[src/rtl/fetch_queue_pkg.sv]
// rtl/fetch_queue_pkg.sv - shared constants, entry type and RVC classifier for the fetch queue
package fetch_queue_pkg;

  localparam int FQ_DEPTH = 4;
  localparam int FQ_XLEN  = 32;

  typedef struct packed {
    logic [FQ_XLEN-1:0] pc;
    logic [FQ_XLEN-1:0] instr;
    logic               is_comp;
    logic               err;
  } fq_entry_t;

  // A parcel whose two low opcode bits are not 2'b11 starts a 16-bit RVC instruction.
  function automatic logic is_compressed(input logic [1:0] op);
    return (op != 2'b11);
  endfunction

endpackage

[src/rtl/fetch_queue_if.sv]
// rtl/fetch_queue_if.sv - enqueue/dequeue handshake bundle between align buffer, queue and decode
interface fetch_queue_if #(
  parameter int XLEN  = 32,
  parameter int DEPTH = 4
);

  // Enqueue side (align buffer -> queue)
  logic                       enq_valid_i;
  logic                       enq_ready_o;
  logic [XLEN-1:0]            enq_pc_i;
  logic [XLEN-1:0]            enq_instr_i;
  logic                       enq_err_i;
  logic                       almost_full_o;

  // Dequeue side (queue -> decode)
  logic                       deq_valid_o;
  logic                       deq_ready_i;
  logic [XLEN-1:0]            deq_pc_o;
  logic [XLEN-1:0]            deq_instr_o;
  logic                       deq_is_comp_o;
  logic                       deq_err_o;

  // Status
  logic [$clog2(DEPTH+1)-1:0] count_o;

  // Surrounding pipeline: drives words in and ready back
  modport master (
    output enq_valid_i, enq_pc_i, enq_instr_i, enq_err_i, deq_ready_i,
    input  enq_ready_o, almost_full_o, deq_valid_o, deq_pc_o, deq_instr_o,
           deq_is_comp_o, deq_err_o, count_o
  );

  // The queue itself
  modport slave (
    input  enq_valid_i, enq_pc_i, enq_instr_i, enq_err_i, deq_ready_i,
    output enq_ready_o, almost_full_o, deq_valid_o, deq_pc_o, deq_instr_o,
           deq_is_comp_o, deq_err_o, count_o
  );

endinterface

[src/rtl/fetch_queue.sv]
// rtl/fetch_queue.sv - first-word-fall-through instruction FIFO between align buffer and decode
module fetch_queue
  import fetch_queue_pkg::*;
#(
  parameter int DEPTH = FQ_DEPTH,
  parameter int XLEN  = FQ_XLEN
) (
  input  logic          clk_i,
  input  logic          rst_ni,
  input  logic          flush_i,
  fetch_queue_if.slave  fq
);

  localparam int PW = $clog2(DEPTH);
  localparam int CW = $clog2(DEPTH+1);

  // Entry storage; no reset needed, outputs are don't-care while empty
  logic [XLEN-1:0] r_pc      [DEPTH];
  logic [XLEN-1:0] r_instr   [DEPTH];
  logic            r_is_comp [DEPTH];
  logic            r_err     [DEPTH];

  logic [PW-1:0]   r_head;
  logic [PW-1:0]   r_tail;
  logic [CW-1:0]   r_count;

  logic            w_full;
  logic            w_deq_valid;
  logic            w_push;
  logic            w_pop;

  // Ready looks only at the registered count so no path runs from deq_ready to enq_ready;
  // a full queue refuses a push even if it pops in the same cycle.
  assign w_full      = (r_count == CW'(DEPTH));
  assign w_deq_valid = (r_count != '0) && !flush_i;
  assign w_push      = fq.enq_valid_i && !w_full && !flush_i;
  assign w_pop       = w_deq_valid && fq.deq_ready_i;

  assign fq.enq_ready_o   = !w_full;
  assign fq.almost_full_o = (r_count >= CW'(DEPTH-1));
  assign fq.deq_valid_o   = w_deq_valid;
  assign fq.deq_pc_o      = r_pc[r_head];
  assign fq.deq_instr_o   = r_instr[r_head];
  assign fq.deq_is_comp_o = r_is_comp[r_head];
  assign fq.deq_err_o     = r_err[r_head];
  assign fq.count_o       = r_count;

  // Write the incoming word at the tail; the RVC class is decided once here for decode
  always_ff @(posedge clk_i) begin
    if (w_push) begin
      r_pc[r_tail]      <= fq.enq_pc_i;
      r_instr[r_tail]   <= fq.enq_instr_i;
      r_is_comp[r_tail] <= is_compressed(fq.enq_instr_i[1:0]);
      r_err[r_tail]     <= fq.enq_err_i;
    end
  end

  // Pointer and occupancy bookkeeping; flush empties the queue in one edge
  always_ff @(posedge clk_i or negedge rst_ni) begin
    if (!rst_ni) begin
      r_head  <= '0;
      r_tail  <= '0;
      r_count <= '0;
    end else if (flush_i) begin
      r_head  <= '0;
      r_tail  <= '0;
      r_count <= '0;
    end else begin
      if (w_push) r_tail <= r_tail + PW'(1);
      if (w_pop)  r_head <= r_head + PW'(1);
      case ({w_push, w_pop})
        2'b10:   r_count <= r_count + CW'(1);
        2'b01:   r_count <= r_count - CW'(1);
        default: r_count <= r_count;
      endcase
    end
  end

`ifndef SYNTHESIS
  // Occupancy invariants: no overflow, no underflow, count consistent with the pointers
  always_ff @(posedge clk_i) begin
    if (rst_ni) begin
      assert (!(w_push && w_full));
      assert (!(w_pop && (r_count == '0)));
      if (w_full)
        assert (r_tail == r_head);
      else
        assert (CW'(PW'(r_tail - r_head)) == r_count);
    end
  end
`endif

endmodule

[src/flat_wrapper.sv]
// flat-port wrapper written by rule: the top's interface ports become plain ports
module fetch_queue_flat import fetch_queue_pkg::*;
#(
  parameter int DEPTH = FQ_DEPTH,
  parameter int XLEN  = FQ_XLEN
)
  (clk_i, rst_ni, flush_i, fq_enq_valid_i, fq_enq_pc_i, fq_enq_instr_i, fq_enq_err_i, fq_deq_ready_i, fq_enq_ready_o, fq_almost_full_o, fq_deq_valid_o, fq_deq_pc_o, fq_deq_instr_o, fq_deq_is_comp_o, fq_deq_err_o, fq_count_o);
  fetch_queue_if #(.XLEN(XLEN), .DEPTH(DEPTH)) fq_i ();
  input  logic clk_i;
  input  logic rst_ni;
  input  logic flush_i;
  input wire logic [$bits(fq_i.enq_valid_i)-1:0] fq_enq_valid_i;
  input wire logic [$bits(fq_i.enq_pc_i)-1:0] fq_enq_pc_i;
  input wire logic [$bits(fq_i.enq_instr_i)-1:0] fq_enq_instr_i;
  input wire logic [$bits(fq_i.enq_err_i)-1:0] fq_enq_err_i;
  input wire logic [$bits(fq_i.deq_ready_i)-1:0] fq_deq_ready_i;
  output wire logic [$bits(fq_i.enq_ready_o)-1:0] fq_enq_ready_o;
  output wire logic [$bits(fq_i.almost_full_o)-1:0] fq_almost_full_o;
  output wire logic [$bits(fq_i.deq_valid_o)-1:0] fq_deq_valid_o;
  output wire logic [$bits(fq_i.deq_pc_o)-1:0] fq_deq_pc_o;
  output wire logic [$bits(fq_i.deq_instr_o)-1:0] fq_deq_instr_o;
  output wire logic [$bits(fq_i.deq_is_comp_o)-1:0] fq_deq_is_comp_o;
  output wire logic [$bits(fq_i.deq_err_o)-1:0] fq_deq_err_o;
  output wire logic [$bits(fq_i.count_o)-1:0] fq_count_o;
  assign fq_i.enq_valid_i = fq_enq_valid_i;
  assign fq_i.enq_pc_i = fq_enq_pc_i;
  assign fq_i.enq_instr_i = fq_enq_instr_i;
  assign fq_i.enq_err_i = fq_enq_err_i;
  assign fq_i.deq_ready_i = fq_deq_ready_i;
  assign fq_enq_ready_o = fq_i.enq_ready_o;
  assign fq_almost_full_o = fq_i.almost_full_o;
  assign fq_deq_valid_o = fq_i.deq_valid_o;
  assign fq_deq_pc_o = fq_i.deq_pc_o;
  assign fq_deq_instr_o = fq_i.deq_instr_o;
  assign fq_deq_is_comp_o = fq_i.deq_is_comp_o;
  assign fq_deq_err_o = fq_i.deq_err_o;
  assign fq_count_o = fq_i.count_o;
  fetch_queue #(.DEPTH(DEPTH), .XLEN(XLEN)) u_core (.clk_i(clk_i), .rst_ni(rst_ni), .flush_i(flush_i), .fq(fq_i));
endmodule
[config.mk]
export PLATFORM = sky130hd
export DESIGN_NAME = fetch_queue_flat
export DESIGN_NICKNAME = d
export VERILOG_FILES = /design/src/rtl/fetch_queue_pkg.sv /design/src/rtl/fetch_queue_if.sv /design/src/rtl/fetch_queue.sv /design/src/flat_wrapper.sv
export SDC_FILE = /design/constraint.sdc
export NUM_CORES = 1
export LEC_CHECK = 0
export CAP_MARGIN = 10
export CORE_MARGIN = 4
export CORE_UTILIZATION = 56
export DETAILED_ROUTE_END_ITERATION = 10
export DONT_BUFFER_PORTS = 1
export PLACE_DENSITY = 0.81
export SLEW_MARGIN = 0
export SYNTH_ARGS = -nofsm -noshare
export SYNTH_HDL_FRONTEND = slang
export SYNTH_SLANG_ARGS = --single-unit
[constraint.sdc]
create_clock -name clk_i -period 3.8 [get_ports clk_i]
set_input_delay 0.76 -clock clk_i [delete_from_list [all_inputs] [get_ports clk_i]]
set_output_delay 0.76 -clock clk_i [all_outputs]
set_load 0.03 [all_outputs]
==> results of run 1 <==
[state kept, by name, summed over array words and instances, names as in the netlist]
name               count
u_core.fq.count_o      3
u_core.r_err           4
u_core.r_head          2
u_core.r_instr       128
u_core.r_is_comp       4
u_core.r_pc          128
u_core.r_tail          2
[logic make-up (layout without fill, tap and decap cells)]
family,Yosys count,after routing
buf+inv,25,56
compound gates,17,17
fa+ha+maj,5,5
mux,68,68
flops,271,271
simple gates,27,27
xor+xnor,1,1
[path summary, 6_finish.rpt]
check | end | slack [ps] | cells after the start
min reg2reg | u_core.r_tail[0] | 580 | 2
max in group asynchronous | u_core.r_head[0] | 2910 | 1
max reg2reg | u_core.fq.count_o[2] | 1070 | 7
min | u_core.r_head[0] | 310 | 1
min in group asynchronous | u_core.fq.count_o[2] | 600 | 1
max | fq_deq_pc_o[29] | 330 | 2
[worst register-to-register path, delay by kind of cell, from the launching register on]
family                   cells  cell delay, ps
AO/OA/AOI/OAI                3             850
adder cells (fa/ha/maj)      1             280
buffers and inverters        1             290
flip-flops                   1             650
AND/OR/NAND/NOR              2             550
[cells in the final DEF (no fill, tap or decap), types with 2 or more instances in the layout]
master and instances:
edfxtp_1 264, mux4_2 66, clkbuf_16 27, nand3_1 5
clkinv_1 5, bufinv_16 5, dfrtp_1 5, inv_1 4
and2_4 4, o21ai_0 4, a21oi_1 4, ha_1 4
clkinv_2 4, nor3_1 3, nand2b_1 3, nand2_1 3
clkinv_4 3, clkbuf_1 3, nor2_1 2, nor2b_1 2
o2111ai_1 2, or3_1 2, buf_4 2, dfrtp_4 2
[where the power goes]
group	internal [uW]	switching [uW]
clock network	1650	1040
logic	138	273
registers	3370	72.6
total	5160	1390
[through the flow]
step | power, uW | instance area (um^2) | instances | utilization
4_1_cts | 6615 | 11220 | 670 | 0.6398
2_1_floorplan | 3871 | 10120 | 414 | -
6_report | 6547 | 11220 | 670 | 0.6398
3_3_place_gp | 3912 | 10290 | 620 | 0.5868
5_1_grt | 6796 | 11220 | 670 | 0.6398
3_5_place_dp | 3929 | 10290 | 620 | 0.5868
[synthesized netlist by cell type, types with 2 or more instances]
cell type / number / area [um^2]
clkbuf_1: 4 / 15.01
and2_1: 4 / 25.02
nor2_1: 2 / 7.510
inv_1: 4 / 15.01
buf_4: 5 / 37.54
or3_1: 2 / 12.51
mux4_2: 66 / 1486
a21oi_1: 4 / 20.02
dfrtp_1: 7 / 175.2
o2111ai_1: 2 / 17.52
nor3_1: 3 / 15.01
edfxtp_1: 264 / 7928
nor2b_1: 2 / 12.51
buf_12: 2 / 40.04
buf_2: 9 / 45.04
ha_1: 4 / 50.05
nand2b_1: 3 / 18.77
nand3_1: 5 / 25.02
nand2_1: 3 / 11.26
o21ai_0: 4 / 20.02
[what timing repair did]
action                    in CTS  in global routing
hold endpoints to repair       7                  0
setup buffers                  0                  0
hold buffers                   1                  0
[layout make-up]
type / count / area (um^2) / area share
flip-flops and latches: 271 / 8110 / 0.7228
multi-input cells: 118 / 1868 / 0.1665
clock buffers: 30 / 686.9 / 0.06122
well taps: 225 / 281.5 / 0.02509
clock inverters: 19 / 234.0 / 0.02085
repair buffers: 3 / 25.02 / 0.002230
inverters: 4 / 15.01 / 0.001338
[layer usage]
metal / share of wire / GRT usage
met1: 0.39 / 0.2278
met2: 0.51 / 0.2814
met3: 0.086 / 0.05578
met4: 0.015 / 0.03952
met5: 0 / 0
==> flow_summary.json, run 1 <==
{
  "crit_family": "flip-flops",
  "overflow": 0,
  "synth.area.mux_share": 0.1489,
  "worstHoldStart": "flush_i",
  "ys_seq_area_frac": 0.8003,
  "critPathKind": "reg2out",
  "grt_max_degree": 69,
  "drv_cap": 0,
  "die_area_um2": 20290,
  "placementRows": 48,
  "cp.arrival_ps": 2710,
  "ctsRootBufferMaster": "clkbuf_16",
  "area_delta_synth_final_pct": 10.83,
  "syn-num-nets": 489,
  "drv_slew": 0,
  "syn-cell-area_um2": 10120,
  "crit_start": "u_core.r_head[0]",
  "vias": 4150,
  "slew_headroom": 0.2673,
  "drt_first_pass_iters": 4,
  "synth_edf_count": 264,
  "port_buffers": 0,
  "avgSynthCellArea_um2": 24.46,
  "async_flop_share": 0.02583,
  "synth_top_family_by_area": "multiplexers",
  "layout_min_cycle_time_ps": 3465,
  "timing.rr.start": "u_core.fq.count_o[2]",
  "drc": 0,
  "fillCellCount": 1135,
  "power_density_nw_per_um2": 583.5,
  "synth-xor-area-share": 0.0008651,
  "synthFlopType": "edfxtp_1",
  "peakVddDrop_uv": 532.6,
  "worstSetupEndpointType": "primary output",
  "whs_ps": 307.0,
  "die_w_um": 142.5,
  "start_util": 0.5773,
  "gp_congestion": 0.7793,
  "insertion_delay_ps": 500,
  "synth-seq-cells": 271,
  "io-pin-count": 142,
  "setup_slack_ps": 335.0,
  "rsz0062_at_grt": "false",
  "cts_resized": 0,
  "antenna_found_initial": 0,
  "routed_via_density": 6.194,
  "pre_cts_ws_ps": 777.6,
  "clock_path_buffers": 3,
  "drtIter0Drc": 294,
  "path_buf_inv": 1,
  "setup_total_negative_slack_ps": 0,
  "fp.dieH_um": 142.5,
  "routedWlPerCell_um": 25.27,
  "wl_mm": 16.93,
  "syn_inst": 414,
  "min_path_type": "in2reg",
  "p_leak_uw": 0.003442,
  "cpPeakStageDelay_ps": 1160,
  "critical_path.startpoint_type": "register",
  "synth-simple-area-share": 0.01532,
  "cts_sinks": 271,
  "path_cells": "buf_4, mux4_2",
  "cts_buffers": 27,
  "cts_tree": "done",
  "hpwl_mm": 9.588,
  "yosys.cell_types.count": 35,
  "fp.coreArea_um2": 17540,
  "outcome": "completed",
  "hold_violations": 0,
  "grt_pass1_wl_mm": 26.70,
  "num_antenna_cells": 0,
  "h-tree-depth": 1,
  "grt_pass1_vias": 4548,
  "tightest_slew_ps": 1099,
  "synth_fa_ha_area_frac": 0.006920,
  "grtUsageTotal": 0.1713,
  "cp.required_ps": 3040,
  "synth-compound-area-share": 0.01149,
  "clock_skew_ps": 6.328,
  "path_max_fanout": 55,
  "post-route-period-util": 0.9118,
  "fmax_mhz": 288.6,
  "finalSetupViolations": 0,
  "clkSlewWorstSetupHoldPaths_ps": 60,
  "num-nets-final": 500,
  "drive_gt1_frac": 0.2652,
  "cp_slowest_cell": "dfrtp_4",
  "ant_nets": 0,
  "ys_warn_count": 0
}
Note: power is estimated with default switching activity, not from simulation.
==> inputs of run 2 (changes only) <==
Settings changed: CORE_UTILIZATION 56 to 50, PLACE_DENSITY 0.81 to 0.75.
==> flow_summary.json, run 2 (synthesis results as in run 1) <==
{
  "ant_nets": 0,
  "fp.coreArea_um2": 19720,
  "peakVddDrop_uv": 415.7,
  "wl_mm": 17.88,
  "tightest_slew_ps": 1039,
  "path_cells": "buf_4, mux4_2",
  "cp.depth": 2,
  "clock_skew_ps": 7.931,
  "cts_sinks": 271,
  "drt_first_pass_iters": 4,
  "worstSetupEndpointType": "primary output",
  "total_power_uw": 6267,
  "die_area_um2": 22590,
  "clkSlewWorstSetupHoldPaths_ps": 60,
  "outcome": "completed",
  "num-nets-final": 504,
  "cp_slowest_cell": "dfrtp_4",
  "overflow": 0,
  "grt_pass1_wl_mm": 27.39,
  "hold_violations": 0,
  "crit_start": "u_core.r_head[0]",
  "gp_congestion": 0.7238,
  "whs_ps": 288.1,
  "r2r_end": "u_core.fq.count_o[2]",
  "placementRows": 51,
  "hold_depth": 1,
  "timing.rr.start": "u_core.fq.count_o[2]",
  "cts_buffers": 29,
  "num_antenna_cells": 0,
  "p_leak_uw": 0.003403,
  "r2r_slack_ps": 1040,
  "power_density_nw_per_um2": 560.4,
  "fmax_mhz": 294.8,
  "fp.dieH_um": 150.3,
  "cp.required_ps": 3040,
  "top_regs": "u_core.r_instr (128), u_core.r_pc (128)",
  "critical_path.startpoint_type": "register",
  "drtIter0Drc": 184,
  "routedWlPerCell_um": 25.08,
  "layout_common_cells": "edfxtp_1 (264), mux4_2 (66), clkbuf_16 (29), clkinv_1 (9), clkbuf_1 (6)",
  "routed_via_density": 5.804,
  "holdBufCountCts": 1,
  "hpwl_mm": 10.42,
  "io-pin-count": 142,
  "min_to": "u_core.r_head[0]",
  "die_w_um": 150.3,
  "layout_min_cycle_time_ps": 3392,
  "grt_max_degree": 69,
  "cp.arrival_ps": 2630,
  "start_util": 0.5135,
  "utilization": 0.5672,
  "dp.cells": 662,
  "drv_cap": 0,
  "setup_total_negative_slack_ps": 0,
  "crit_family": "flip-flops",
  "stdcell_count": 713,
  "drc": 0,
  "worstHoldStart": "flush_i",
  "min_path_type": "in2reg",
  "final_common_cell": "edfxtp_1",
  "drv_slew": 0,
  "critPathKind": "reg2out",
  "fillCellCount": 1380,
  "cpPeakStageDelay_ps": 1030,
  "grtUsageTotal": 0.1609,
  "insertion_delay_ps": 520,
  "port_buffers": 0,
  "reg2reg_depth": 7,
  "post-route-period-util": 0.8926,
  "h-tree-depth": 1,
  "drive_gt1_frac": 0.2545,
  "clock_path_buffers": 3,
  "path_buf_inv": 1,
  "rsz0062_at_grt": "false",
  "cts_setup_buffers": 0,
  "vias": 4138,
  "finalSetupViolations": 0,
  "ctsRootBufferMaster": "clkbuf_16",
  "cts_resized": 0,
  "cts_tree": "done",
  "path_max_fanout": 47,
  "grt_pass1_vias": 4617,
  "slew_headroom": 0.3072,
  "antenna_found_initial": 0,
  "area_delta_synth_final_pct": 10.45
}
-- run 2: cell count changes in the layout (fill, tap and decap cells not counted), sizes merged --
| cell | delta |
|---|---|
| bufinv | -5 |
| clkbuf | +5 |
| buf | +2 |
| clkinv | +1 |
-- run 2: through the flow --
step           worst slack (ps)  instance area (um^2)
4_1_cts                   285.3                 11180
3_5_place_dp              865.7                 10350
5_1_grt                   172.2                 11180
2_1_floorplan             510.0                 10120
6_report                  407.9                 11180
3_3_place_gp              874.1                 10350
-- run 2: power breakdown --
part / switching [uW] / internal, uW / leakage [uW]
clock: 1020 / 1380 / 0.000399
combinational: 279 / 141 / 0.000518
sequential: 68.8 / 3370 / 0.00249
total: 1370 / 4900 / 0.00340
-- run 2: routing by layer --
layer	track usage	routed length, um	vias to the layer above
met2	0.2765	9321	155
li1	-	-	1786
met3	0.06321	1675	23
met4	0.03888	345	0
met5	0	0	-
met1	0.1922	6538	2174
-- run 2: final cells by class --
type | count | area, um^2 | share of cell area
flip-flops and latches | 271 | 8110 | 0.7252
clock inverters | 15 | 70.07 | 0.006265
clock buffers | 35 | 748.2 | 0.06691
well taps | 265 | 331.6 | 0.02965
inverters | 4 | 15.01 | 0.001343
repair buffers | 5 | 40.04 | 0.003580
multi-input cells | 118 | 1868 | 0.1670
-- run 2: worst max path at each step --
stage,end,slack (ps)
detailed placement,fq_deq_pc_o[31],870
finish,fq_deq_instr_o[0],410
global route,fq_deq_pc_o[31],170
CTS,fq_deq_pc_o[31],290
floorplan,u_core.r_err[0],510
global placement,fq_deq_pc_o[29],870
-- run 2: worst register-to-register path: stages, from the launching register on --
cell       delay, ps
dfrtp_1          640
nor3b_2          370
inv_1            280
a211oi_1         330
fa_1             300
nand2b_1         150
o32ai_1          100
a2111oi_0        440
